`src/rtl/axi_lite_pkg.sv`:
```
// Shared constants, register-index enum and helpers for the AXI-Lite register block.
package axi_lite_pkg;

    localparam logic [1:0] RespOkay   = 2'b00;
    localparam logic [1:0] RespSlvErr = 2'b10;

    localparam logic [31:0] OffsId      = 32'h00;
    localparam logic [31:0] OffsScratch = 32'h04;
    localparam logic [31:0] OffsCtrl    = 32'h08;
    localparam logic [31:0] OffsStatus  = 32'h0C;
    localparam logic [31:0] OffsEvent   = 32'h10;

    typedef enum logic [2:0] {
        RegId      = 3'd0,
        RegScratch = 3'd1,
        RegCtrl    = 3'd2,
        RegStatus  = 3'd3,
        RegEvent   = 3'd4,
        RegNone    = 3'd7
    } reg_idx_e;

    // Takes the word address so that byte-offset bits never reach the decode.
    function automatic reg_idx_e addr_to_idx(logic [29:0] word_addr);
        logic [31:0] byte_addr;
        reg_idx_e    idx;
        byte_addr = {word_addr, 2'b00};
        case (byte_addr)
            OffsId:      idx = RegId;
            OffsScratch: idx = RegScratch;
            OffsCtrl:    idx = RegCtrl;
            OffsStatus:  idx = RegStatus;
            OffsEvent:   idx = RegEvent;
            default:     idx = RegNone;
        endcase
        return idx;
    endfunction

    function automatic logic [31:0] strb_mask(logic [3:0] strb);
        logic [31:0] mask;
        for (int i = 0; i < 4; i++) begin
            mask[8*i +: 8] = {8{strb[i]}};
        end
        return mask;
    endfunction

endpackage

```
`src/rtl/axi_lite_regs_if.sv`:
```
// AXI-Lite slave bus bundle for axi_lite_regs; master drives requests, slave drives responses.
interface axi_lite_regs_if #(
    parameter int unsigned P_AXI_ADDR_WIDTH = 13
) ();

    logic [P_AXI_ADDR_WIDTH-1:0] s_axi_awaddr;
    logic                        s_axi_awvalid;
    logic                        s_axi_awready;
    logic [31:0]                 s_axi_wdata;
    logic [3:0]                  s_axi_wstrb;
    logic                        s_axi_wvalid;
    logic                        s_axi_wready;
    logic [1:0]                  s_axi_bresp;
    logic                        s_axi_bvalid;
    logic                        s_axi_bready;
    logic [P_AXI_ADDR_WIDTH-1:0] s_axi_araddr;
    logic                        s_axi_arvalid;
    logic                        s_axi_arready;
    logic [31:0]                 s_axi_rdata;
    logic [1:0]                  s_axi_rresp;
    logic                        s_axi_rvalid;
    logic                        s_axi_rready;

    modport master (
        output s_axi_awaddr, s_axi_awvalid, s_axi_wdata, s_axi_wstrb, s_axi_wvalid,
        output s_axi_bready, s_axi_araddr, s_axi_arvalid, s_axi_rready,
        input  s_axi_awready, s_axi_wready, s_axi_bresp, s_axi_bvalid,
        input  s_axi_arready, s_axi_rdata, s_axi_rresp, s_axi_rvalid
    );

    modport slave (
        input  s_axi_awaddr, s_axi_awvalid, s_axi_wdata, s_axi_wstrb, s_axi_wvalid,
        input  s_axi_bready, s_axi_araddr, s_axi_arvalid, s_axi_rready,
        output s_axi_awready, s_axi_wready, s_axi_bresp, s_axi_bvalid,
        output s_axi_arready, s_axi_rdata, s_axi_rresp, s_axi_rvalid
    );

endinterface

```
`src/rtl/axi_lite_regs_bank.sv`:
```
// Register storage, byte-strobe merge, W1C event logic and read mux.
// AXI_LITE_REGS_ERR_RESP_EN: out-of-range accesses answer SLVERR instead of OKAY.
module axi_lite_regs_bank
    import axi_lite_pkg::*;
#(
    parameter int unsigned P_AXI_ADDR_WIDTH = 13,
    parameter logic [31:0] P_ID_VALUE       = 32'hE7E1_0001
) (
    input  logic                        clk,
    input  logic                        rst,
    input  logic                        wr_en,
    input  logic [P_AXI_ADDR_WIDTH-1:0] wr_addr,
    input  logic [31:0]                 wr_data,
    input  logic [3:0]                  wr_strb,
    output logic [1:0]                  wr_resp,
    input  logic [P_AXI_ADDR_WIDTH-1:0] rd_addr,
    output logic [31:0]                 rd_data,
    output logic [1:0]                  rd_resp,
    output logic [31:0]                 ctrl,
    input  logic [31:0]                 status,
    input  logic [31:0]                 event_in
);

`ifdef AXI_LITE_REGS_ERR_RESP_EN
    localparam logic [1:0] OorResp = RespSlvErr;
`else
    localparam logic [1:0] OorResp = RespOkay;
`endif

    reg_idx_e    wr_idx, rd_idx;
    logic [31:0] scratch_q, scratch_d;
    logic [31:0] ctrl_q, ctrl_d;
    logic [31:0] event_q, event_d;
    logic [31:0] wr_mask, event_clr;

    assign wr_idx  = addr_to_idx(30'(wr_addr >> 2));
    assign rd_idx  = addr_to_idx(30'(rd_addr >> 2));
    assign wr_mask = strb_mask(wr_strb);

    always_comb begin
        scratch_d = scratch_q;
        ctrl_d    = ctrl_q;
        event_clr = '0;
        if (wr_en) begin
            case (wr_idx)
                RegScratch: scratch_d = (scratch_q & ~wr_mask) | (wr_data & wr_mask);
                RegCtrl:    ctrl_d    = (ctrl_q & ~wr_mask) | (wr_data & wr_mask);
                RegEvent:   event_clr = wr_data & wr_mask;
                default:    ;
            endcase
        end
        // New events override a clear landing in the same cycle.
        event_d = (event_q & ~event_clr) | event_in;
    end

    always_ff @(posedge clk or posedge rst) begin
        if (rst) begin
            scratch_q <= '0;
            ctrl_q    <= '0;
            event_q   <= '0;
        end else begin
            scratch_q <= scratch_d;
            ctrl_q    <= ctrl_d;
            event_q   <= event_d;
        end
    end

    always_comb begin
        rd_data = '0;
        case (rd_idx)
            RegId:      rd_data = P_ID_VALUE;
            RegScratch: rd_data = scratch_q;
            RegCtrl:    rd_data = ctrl_q;
            RegStatus:  rd_data = status;
            RegEvent:   rd_data = event_q;
            default:    rd_data = '0;
        endcase
    end

    assign wr_resp = (wr_idx == RegNone) ? OorResp : RespOkay;
    assign rd_resp = (rd_idx == RegNone) ? OorResp : RespOkay;
    assign ctrl    = ctrl_q;

endmodule

```
`src/rtl/axi_lite_regs.sv`:
```
// AXI-Lite register block top: write/read handshake FSMs around axi_lite_regs_bank.
// AXI_LITE_REGS_ERR_RESP_EN selects SLVERR for out-of-range accesses (see bank).
module axi_lite_regs
    import axi_lite_pkg::*;
#(
    parameter int unsigned P_AXI_ADDR_WIDTH = 13,
    parameter int unsigned P_AXI_DATA_WIDTH = 32,
    parameter logic [31:0] P_ID_VALUE       = 32'hE7E1_0001
) (
    input  logic                        clk,
    input  logic                        rst,
    axi_lite_regs_if.slave              s_axi,
    output logic [P_AXI_DATA_WIDTH-1:0] ctrl_o,
    input  logic [P_AXI_DATA_WIDTH-1:0] status_i,
    input  logic [P_AXI_DATA_WIDTH-1:0] event_i
);

    typedef enum logic [1:0] {WrIdle, WrGotAw, WrGotW, WrResp} wr_state_e;
    typedef enum logic {RdIdle, RdResp} rd_state_e;

    wr_state_e wr_state_q, wr_state_d;
    rd_state_e rd_state_q, rd_state_d;

    logic                        awready_q, awready_d, wready_q, wready_d;
    logic                        bvalid_q, bvalid_d;
    logic [1:0]                  bresp_q, bresp_d;
    logic                        arready_q, arready_d, rvalid_q, rvalid_d;
    logic [31:0]                 rdata_q, rdata_d;
    logic [1:0]                  rresp_q, rresp_d;
    logic [P_AXI_ADDR_WIDTH-1:0] awaddr_q;
    logic [31:0]                 wdata_q;
    logic [3:0]                  wstrb_q;

    logic                        aw_hs, w_hs, ar_hs;
    logic                        wr_en;
    logic [P_AXI_ADDR_WIDTH-1:0] wr_addr;
    logic [31:0]                 wr_data, rd_data;
    logic [3:0]                  wr_strb;
    logic [1:0]                  wr_resp, rd_resp;

    assign aw_hs = s_axi.s_axi_awvalid & awready_q;
    assign w_hs  = s_axi.s_axi_wvalid & wready_q;
    assign ar_hs = s_axi.s_axi_arvalid & arready_q;

    // Use the latched half of the write when it arrived earlier, the live bus otherwise.
    assign wr_addr = (wr_state_q == WrGotAw) ? awaddr_q : s_axi.s_axi_awaddr;
    assign wr_data = (wr_state_q == WrGotW) ? wdata_q : s_axi.s_axi_wdata;
    assign wr_strb = (wr_state_q == WrGotW) ? wstrb_q : s_axi.s_axi_wstrb;

    always_comb begin
        wr_state_d = wr_state_q;
        awready_d  = awready_q;
        wready_d   = wready_q;
        bvalid_d   = bvalid_q;
        bresp_d    = bresp_q;
        wr_en      = 1'b0;
        case (wr_state_q)
            WrIdle: begin
                awready_d = 1'b1;
                wready_d  = 1'b1;
                if (aw_hs && w_hs) begin
                    wr_en = 1'b1;
                end else if (aw_hs) begin
                    wr_state_d = WrGotAw;
                    awready_d  = 1'b0;
                end else if (w_hs) begin
                    wr_state_d = WrGotW;
                    wready_d   = 1'b0;
                end
            end
            WrGotAw: wr_en = w_hs;
            WrGotW:  wr_en = aw_hs;
            WrResp: begin
                if (s_axi.s_axi_bready) begin
                    wr_state_d = WrIdle;
                    bvalid_d   = 1'b0;
                    awready_d  = 1'b1;
                    wready_d   = 1'b1;
                end
            end
            default: wr_state_d = WrIdle;
        endcase
        if (wr_en) begin
            wr_state_d = WrResp;
            awready_d  = 1'b0;
            wready_d   = 1'b0;
            bvalid_d   = 1'b1;
            bresp_d    = wr_resp;
        end
    end

    always_comb begin
        rd_state_d = rd_state_q;
        arready_d  = arready_q;
        rvalid_d   = rvalid_q;
        rdata_d    = rdata_q;
        rresp_d    = rresp_q;
        case (rd_state_q)
            RdIdle: begin
                arready_d = 1'b1;
                if (ar_hs) begin
                    rd_state_d = RdResp;
                    arready_d  = 1'b0;
                    rvalid_d   = 1'b1;
                    rdata_d    = rd_data;
                    rresp_d    = rd_resp;
                end
            end
            RdResp: begin
                if (s_axi.s_axi_rready) begin
                    rd_state_d = RdIdle;
                    arready_d  = 1'b1;
                    rvalid_d   = 1'b0;
                end
            end
            default: rd_state_d = RdIdle;
        endcase
    end

    always_ff @(posedge clk or posedge rst) begin
        if (rst) begin
            wr_state_q <= WrIdle;
            rd_state_q <= RdIdle;
            awready_q  <= 1'b0;
            wready_q   <= 1'b0;
            bvalid_q   <= 1'b0;
            bresp_q    <= '0;
            arready_q  <= 1'b0;
            rvalid_q   <= 1'b0;
            rdata_q    <= '0;
            rresp_q    <= '0;
            awaddr_q   <= '0;
            wdata_q    <= '0;
            wstrb_q    <= '0;
        end else begin
            wr_state_q <= wr_state_d;
            rd_state_q <= rd_state_d;
            awready_q  <= awready_d;
            wready_q   <= wready_d;
            bvalid_q   <= bvalid_d;
            bresp_q    <= bresp_d;
            arready_q  <= arready_d;
            rvalid_q   <= rvalid_d;
            rdata_q    <= rdata_d;
            rresp_q    <= rresp_d;
            if (aw_hs) awaddr_q <= s_axi.s_axi_awaddr;
            if (w_hs) begin
                wdata_q <= s_axi.s_axi_wdata;
                wstrb_q <= s_axi.s_axi_wstrb;
            end
        end
    end

    axi_lite_regs_bank #(
        .P_AXI_ADDR_WIDTH (P_AXI_ADDR_WIDTH),
        .P_ID_VALUE       (P_ID_VALUE)
    ) u_bank (
        .clk      (clk),
        .rst      (rst),
        .wr_en    (wr_en),
        .wr_addr  (wr_addr),
        .wr_data  (wr_data),
        .wr_strb  (wr_strb),
        .wr_resp  (wr_resp),
        .rd_addr  (s_axi.s_axi_araddr),
        .rd_data  (rd_data),
        .rd_resp  (rd_resp),
        .ctrl     (ctrl_o),
        .status   (status_i),
        .event_in (event_i)
    );

    assign s_axi.s_axi_awready = awready_q;
    assign s_axi.s_axi_wready  = wready_q;
    assign s_axi.s_axi_bvalid  = bvalid_q;
    assign s_axi.s_axi_bresp   = bresp_q;
    assign s_axi.s_axi_arready = arready_q;
    assign s_axi.s_axi_rvalid  = rvalid_q;
    assign s_axi.s_axi_rdata   = rdata_q;
    assign s_axi.s_axi_rresp   = rresp_q;

endmodule

```
`src/flat_wrapper.sv`:
```
// flat-port wrapper written by rule: the top's interface ports become plain ports
module axi_lite_regs_flat import axi_lite_pkg::*;
#(
    parameter int unsigned P_AXI_ADDR_WIDTH = 13,
    parameter int unsigned P_AXI_DATA_WIDTH = 32,
    parameter logic [31:0] P_ID_VALUE       = 32'hE7E1_0001
)
  (clk, rst, ctrl_o, status_i, event_i, s_axi_s_axi_awaddr, s_axi_s_axi_awvalid, s_axi_s_axi_wdata, s_axi_s_axi_wstrb, s_axi_s_axi_wvalid, s_axi_s_axi_bready, s_axi_s_axi_araddr, s_axi_s_axi_arvalid, s_axi_s_axi_rready, s_axi_s_axi_awready, s_axi_s_axi_wready, s_axi_s_axi_bresp, s_axi_s_axi_bvalid, s_axi_s_axi_arready, s_axi_s_axi_rdata, s_axi_s_axi_rresp, s_axi_s_axi_rvalid);
  axi_lite_regs_if #(.P_AXI_ADDR_WIDTH(P_AXI_ADDR_WIDTH)) s_axi_i ();
  input  logic clk;
  input  logic rst;
  output logic [P_AXI_DATA_WIDTH-1:0] ctrl_o;
  input  logic [P_AXI_DATA_WIDTH-1:0] status_i;
  input  logic [P_AXI_DATA_WIDTH-1:0] event_i;
  input wire logic [$bits(s_axi_i.s_axi_awaddr)-1:0] s_axi_s_axi_awaddr;
  input wire logic [$bits(s_axi_i.s_axi_awvalid)-1:0] s_axi_s_axi_awvalid;
  input wire logic [$bits(s_axi_i.s_axi_wdata)-1:0] s_axi_s_axi_wdata;
  input wire logic [$bits(s_axi_i.s_axi_wstrb)-1:0] s_axi_s_axi_wstrb;
  input wire logic [$bits(s_axi_i.s_axi_wvalid)-1:0] s_axi_s_axi_wvalid;
  input wire logic [$bits(s_axi_i.s_axi_bready)-1:0] s_axi_s_axi_bready;
  input wire logic [$bits(s_axi_i.s_axi_araddr)-1:0] s_axi_s_axi_araddr;
  input wire logic [$bits(s_axi_i.s_axi_arvalid)-1:0] s_axi_s_axi_arvalid;
  input wire logic [$bits(s_axi_i.s_axi_rready)-1:0] s_axi_s_axi_rready;
  output wire logic [$bits(s_axi_i.s_axi_awready)-1:0] s_axi_s_axi_awready;
  output wire logic [$bits(s_axi_i.s_axi_wready)-1:0] s_axi_s_axi_wready;
  output wire logic [$bits(s_axi_i.s_axi_bresp)-1:0] s_axi_s_axi_bresp;
  output wire logic [$bits(s_axi_i.s_axi_bvalid)-1:0] s_axi_s_axi_bvalid;
  output wire logic [$bits(s_axi_i.s_axi_arready)-1:0] s_axi_s_axi_arready;
  output wire logic [$bits(s_axi_i.s_axi_rdata)-1:0] s_axi_s_axi_rdata;
  output wire logic [$bits(s_axi_i.s_axi_rresp)-1:0] s_axi_s_axi_rresp;
  output wire logic [$bits(s_axi_i.s_axi_rvalid)-1:0] s_axi_s_axi_rvalid;
  assign s_axi_i.s_axi_awaddr = s_axi_s_axi_awaddr;
  assign s_axi_i.s_axi_awvalid = s_axi_s_axi_awvalid;
  assign s_axi_i.s_axi_wdata = s_axi_s_axi_wdata;
  assign s_axi_i.s_axi_wstrb = s_axi_s_axi_wstrb;
  assign s_axi_i.s_axi_wvalid = s_axi_s_axi_wvalid;
  assign s_axi_i.s_axi_bready = s_axi_s_axi_bready;
  assign s_axi_i.s_axi_araddr = s_axi_s_axi_araddr;
  assign s_axi_i.s_axi_arvalid = s_axi_s_axi_arvalid;
  assign s_axi_i.s_axi_rready = s_axi_s_axi_rready;
  assign s_axi_s_axi_awready = s_axi_i.s_axi_awready;
  assign s_axi_s_axi_wready = s_axi_i.s_axi_wready;
  assign s_axi_s_axi_bresp = s_axi_i.s_axi_bresp;
  assign s_axi_s_axi_bvalid = s_axi_i.s_axi_bvalid;
  assign s_axi_s_axi_arready = s_axi_i.s_axi_arready;
  assign s_axi_s_axi_rdata = s_axi_i.s_axi_rdata;
  assign s_axi_s_axi_rresp = s_axi_i.s_axi_rresp;
  assign s_axi_s_axi_rvalid = s_axi_i.s_axi_rvalid;
  axi_lite_regs #(.P_AXI_ADDR_WIDTH(P_AXI_ADDR_WIDTH), .P_AXI_DATA_WIDTH(P_AXI_DATA_WIDTH), .P_ID_VALUE(P_ID_VALUE)) u_core (.clk(clk), .rst(rst), .s_axi(s_axi_i), .ctrl_o(ctrl_o), .status_i(status_i), .event_i(event_i));
endmodule
```
`config.mk`:
```
export PLATFORM = sky130hd
export DESIGN_NAME = axi_lite_regs_flat
export DESIGN_NICKNAME = d
export VERILOG_FILES = /design/src/rtl/axi_lite_pkg.sv /design/src/rtl/axi_lite_regs_if.sv /design/src/rtl/axi_lite_regs_bank.sv /design/src/rtl/axi_lite_regs.sv /design/src/flat_wrapper.sv
export SDC_FILE = /design/constraint.sdc
export NUM_CORES = 1
export LEC_CHECK = 0
export CAP_MARGIN = 30
export CORE_ASPECT_RATIO = 0.6
export CORE_MARGIN = 2
export CORE_UTILIZATION = 51
export CTS_BUF_LIST = sky130_fd_sc_hd__clkbuf_16
export DETAILED_ROUTE_END_ITERATION = 8
export GPL_TIMING_DRIVEN = 1
export PLACE_DENSITY = 0.88
export SKIP_CTS_REPAIR_TIMING = 1
export SYNTH_ARGS = -nofsm -noshare
export SYNTH_HDL_FRONTEND = slang
export SYNTH_HIERARCHICAL = 1
export SYNTH_SLANG_ARGS = --single-unit
export TNS_END_PERCENT = 20
```
`constraint.sdc`:
```
create_clock -name clk -period 4.38 [get_ports clk]
set_clock_uncertainty 0.2 [all_clocks]
set_input_delay 1.314 -clock clk [delete_from_list [all_inputs] [get_ports clk]]
set_output_delay 1.314 -clock clk [all_outputs]
set_load 0.02 [all_outputs]
```
==> impl_metrics.env, run 1 <==
export IMPL_die_w_um=174
export IMPL_core_area_um2=17000
export IMPL_cp_arrival_ps=4080
export IMPL_track_usage_pct=27.7
export IMPL_slew_limit_headroom_pct=48.6
export IMPL_start_kind="input port"
export IMPL_powerDensity_nw_per_um2=431
export IMPL_cts_tree="done"
export IMPL_cts_root_buf="clkbuf_16"
export IMPL_drive_gt1_share_pct=30.8
export IMPL_period_minus_slack_ps=3980
export IMPL_clk_pin_slew_worst_paths_ps=70
export IMPL_initial_core_util_pct=51.8
export IMPL_grt_use_met3_pct=8.33
export IMPL_switchingPower_mw=1.59
export IMPL_hpwl_um=17500
export IMPL_report_final_slew_viol_count=0
export IMPL_met2_usage_pct=42.2
export IMPL_r2r_cells=7
export IMPL_required_ps=4480
export IMPL_viasPerCell=5.74
export IMPL_grt_pass1_vias=6956
export IMPL_finalNetCount=1040
export IMPL_io_pins=206
export IMPL_max_freq_mhz=251
export IMPL_seqPwrFrac_pct=42.4
export IMPL_io_buffers=201
export IMPL_hold_slack_ps=277
export IMPL_ant_nets=0
export IMPL_p_leak_nw=5.10
export IMPL_place_congestion=0.824
export IMPL_postLayoutCellArea_um2=11800
export IMPL_clock_latency_ps=420
export IMPL_grt_pass1_wl_um=39000
export IMPL_met1_usage_pct=39.0
export IMPL_nFillCells=1241
export IMPL_routedWlPerCell_um=21.5
export IMPL_cts_inserted_buffers=17
export IMPL_worst_path_max_fanout=8
export IMPL_pwr_share_comb_pct=28.7
export IMPL_place_area_um2=11200
export IMPL_cap_violations=0
export IMPL_clkPwrFrac_pct=28.9
export IMPL_grt_overflow=0
export IMPL_htree_levels=4
export IMPL_synthCells=694
export IMPL_hold_path_cell_count=1
export IMPL_switching_share_pct=31.3
export IMPL_period_share_pct=90.8
export IMPL_clockBufferDepth=2
export IMPL_syn2layout_area_growth_pct=33.7
export IMPL_antenna_found_initial=4
export IMPL_dr_pass1_iters=5
export IMPL_wirelength_um=24900
export IMPL_p_int_mw=3.49
export IMPL_grt_max_degree=63
export IMPL_hold_viol=0
export IMPL_path_class="input port to flop"
export IMPL_worst_hold_path_type="flop to flop"
export IMPL_synth_area_per_cell_um2=12.7
export IMPL_via_count=6633
export IMPL_die_y_um=106
export IMPL_cp_end_kind="flop"
export IMPL_rsz0062_at_grt="no"
export IMPL_fp_dieArea_um2=18400
export IMPL_drc=0
export IMPL_cts_sinks=187
export IMPL_worstMarginPinSlew_ps=764
export IMPL_ir_worst_vdd_v=0.000300
export IMPL_status="finished, final reports clean"
export IMPL_num_rows=37
export IMPL_syn_cell_area_um2=8830
export IMPL_setup_violations=0
export IMPL_busiest_layer="met2"
export IMPL_drt_initial_drc_count=520
export IMPL_synth_warnings=6
-- final timing paths --
check / endpoint / slack, ps / startpoint
max in group asynchronous: u_core/wdata_q[15] / 2020 / rst
min: u_core/u_bank/event_q[1] / 280 / u_core/u_bank/event_q[1]
min reg2reg: u_core/u_bank/event_q[1] / 280 / u_core/u_bank/event_q[1]
max: flop / 400 / s_axi_s_axi_awvalid
min in group asynchronous: asynchronous set/reset pin / 1190 / rst
max reg2reg: flop / 670 / u_core/wr_state_q[0]
-- per-layer routing --
metal  up-vias  share of wire, %
li1       2956                 -
met1      3374                45
met2       267                44
met3        34               8.8
met4         2               1.8
met5         -             0.052
-- metrics by stage --
stage,setup slack (ps),power [mW],util (%),cells,setup TNS [ps]
floorplan,361,3.14,-,697,0
global placement,29.3,3.56,66.0,1122,0
detailed placement,-3.84,3.63,66.0,1122,-3.84
CTS,423,5.10,69.2,1154,0
global route,278,5.31,69.2,1154,0
finish,403,5.08,69.3,1156,0
-- critical path: stages --
cell	delay, ps
clkdlybuf4s50_1	470
a21oi_1	90
or2_1	260
a21oi_1	120
or4b_2	660
nor4_4	230
buf_4	230
nand3_2	300
mux2_2	380
-- power by group through the flow --
stage | registers [mW] | clock network [mW] | logic, mW
global placement | 2.16 | 0 | 1.40
CTS | 2.15 | 1.49 | 1.46
global route | 2.19 | 1.57 | 1.55
detailed placement | 2.19 | 0 | 1.44
floorplan | 2.18 | 0 | 0.965
finish | 2.16 | 1.47 | 1.46
-- cells in the final DEF, fill, tap and decap left out, types with 2 or more instances in the layout --
cell / n
or2_2: 10
nand2_1: 27
a221oi_1: 2
clkinvlp_4: 3
buf_4: 24
o21ai_0: 3
clkinv_4: 2
clkdlybuf4s50_1: 200
nor2_1: 22
o22ai_1: 12
a31oi_1: 2
nor2b_1: 3
buf_12: 4
clkinv_1: 2
nand3_1: 3
diode_2: 2
inv_6: 4
or4bb_1: 4
mux2i_1: 32
nand3_2: 8
o2bb2ai_1: 22
dfrtp_1: 187
a21oi_1: 57
mux2_2: 192
inv_4: 2
conb_1: 4
nand2_2: 2
inv_8: 3
clkbuf_16: 17
a21o_1: 22
nor4_2: 4
inv_1: 17
nor4_1: 4
-- final cells by class --
class,instances,area (um2),area share [%]
Tap cell,234,293,2.48
Inverter,19,76.3,0.647
Antenna cell,2,5.00,0.0424
Sequential cell,187,4680,39.7
Clock inverter,15,133,1.12
Timing Repair Buffer,229,2270,19.2
Clock buffer,17,425,3.61
Multi-Input combinational cell,453,3920,33.2
Power figures use the tool's default switching activity.
==> inputs of run 2 (changes only) <==
--- a/config.mk
+++ b/config.mk
@@ -12,8 +12,10 @@
 export CTS_BUF_LIST = sky130_fd_sc_hd__clkbuf_16
 export DETAILED_ROUTE_END_ITERATION = 8
 export GPL_TIMING_DRIVEN = 1
+export HOLD_SLACK_MARGIN = 0.1
 export PLACE_DENSITY = 0.88
 export SKIP_CTS_REPAIR_TIMING = 1
+export SLEW_MARGIN = 0
 export SYNTH_ARGS = -nofsm -noshare
 export SYNTH_HDL_FRONTEND = slang
 export SYNTH_HIERARCHICAL = 1
==> results of run 2 <==
The final DEF is identical to that of run 1; final timing and power are the same.
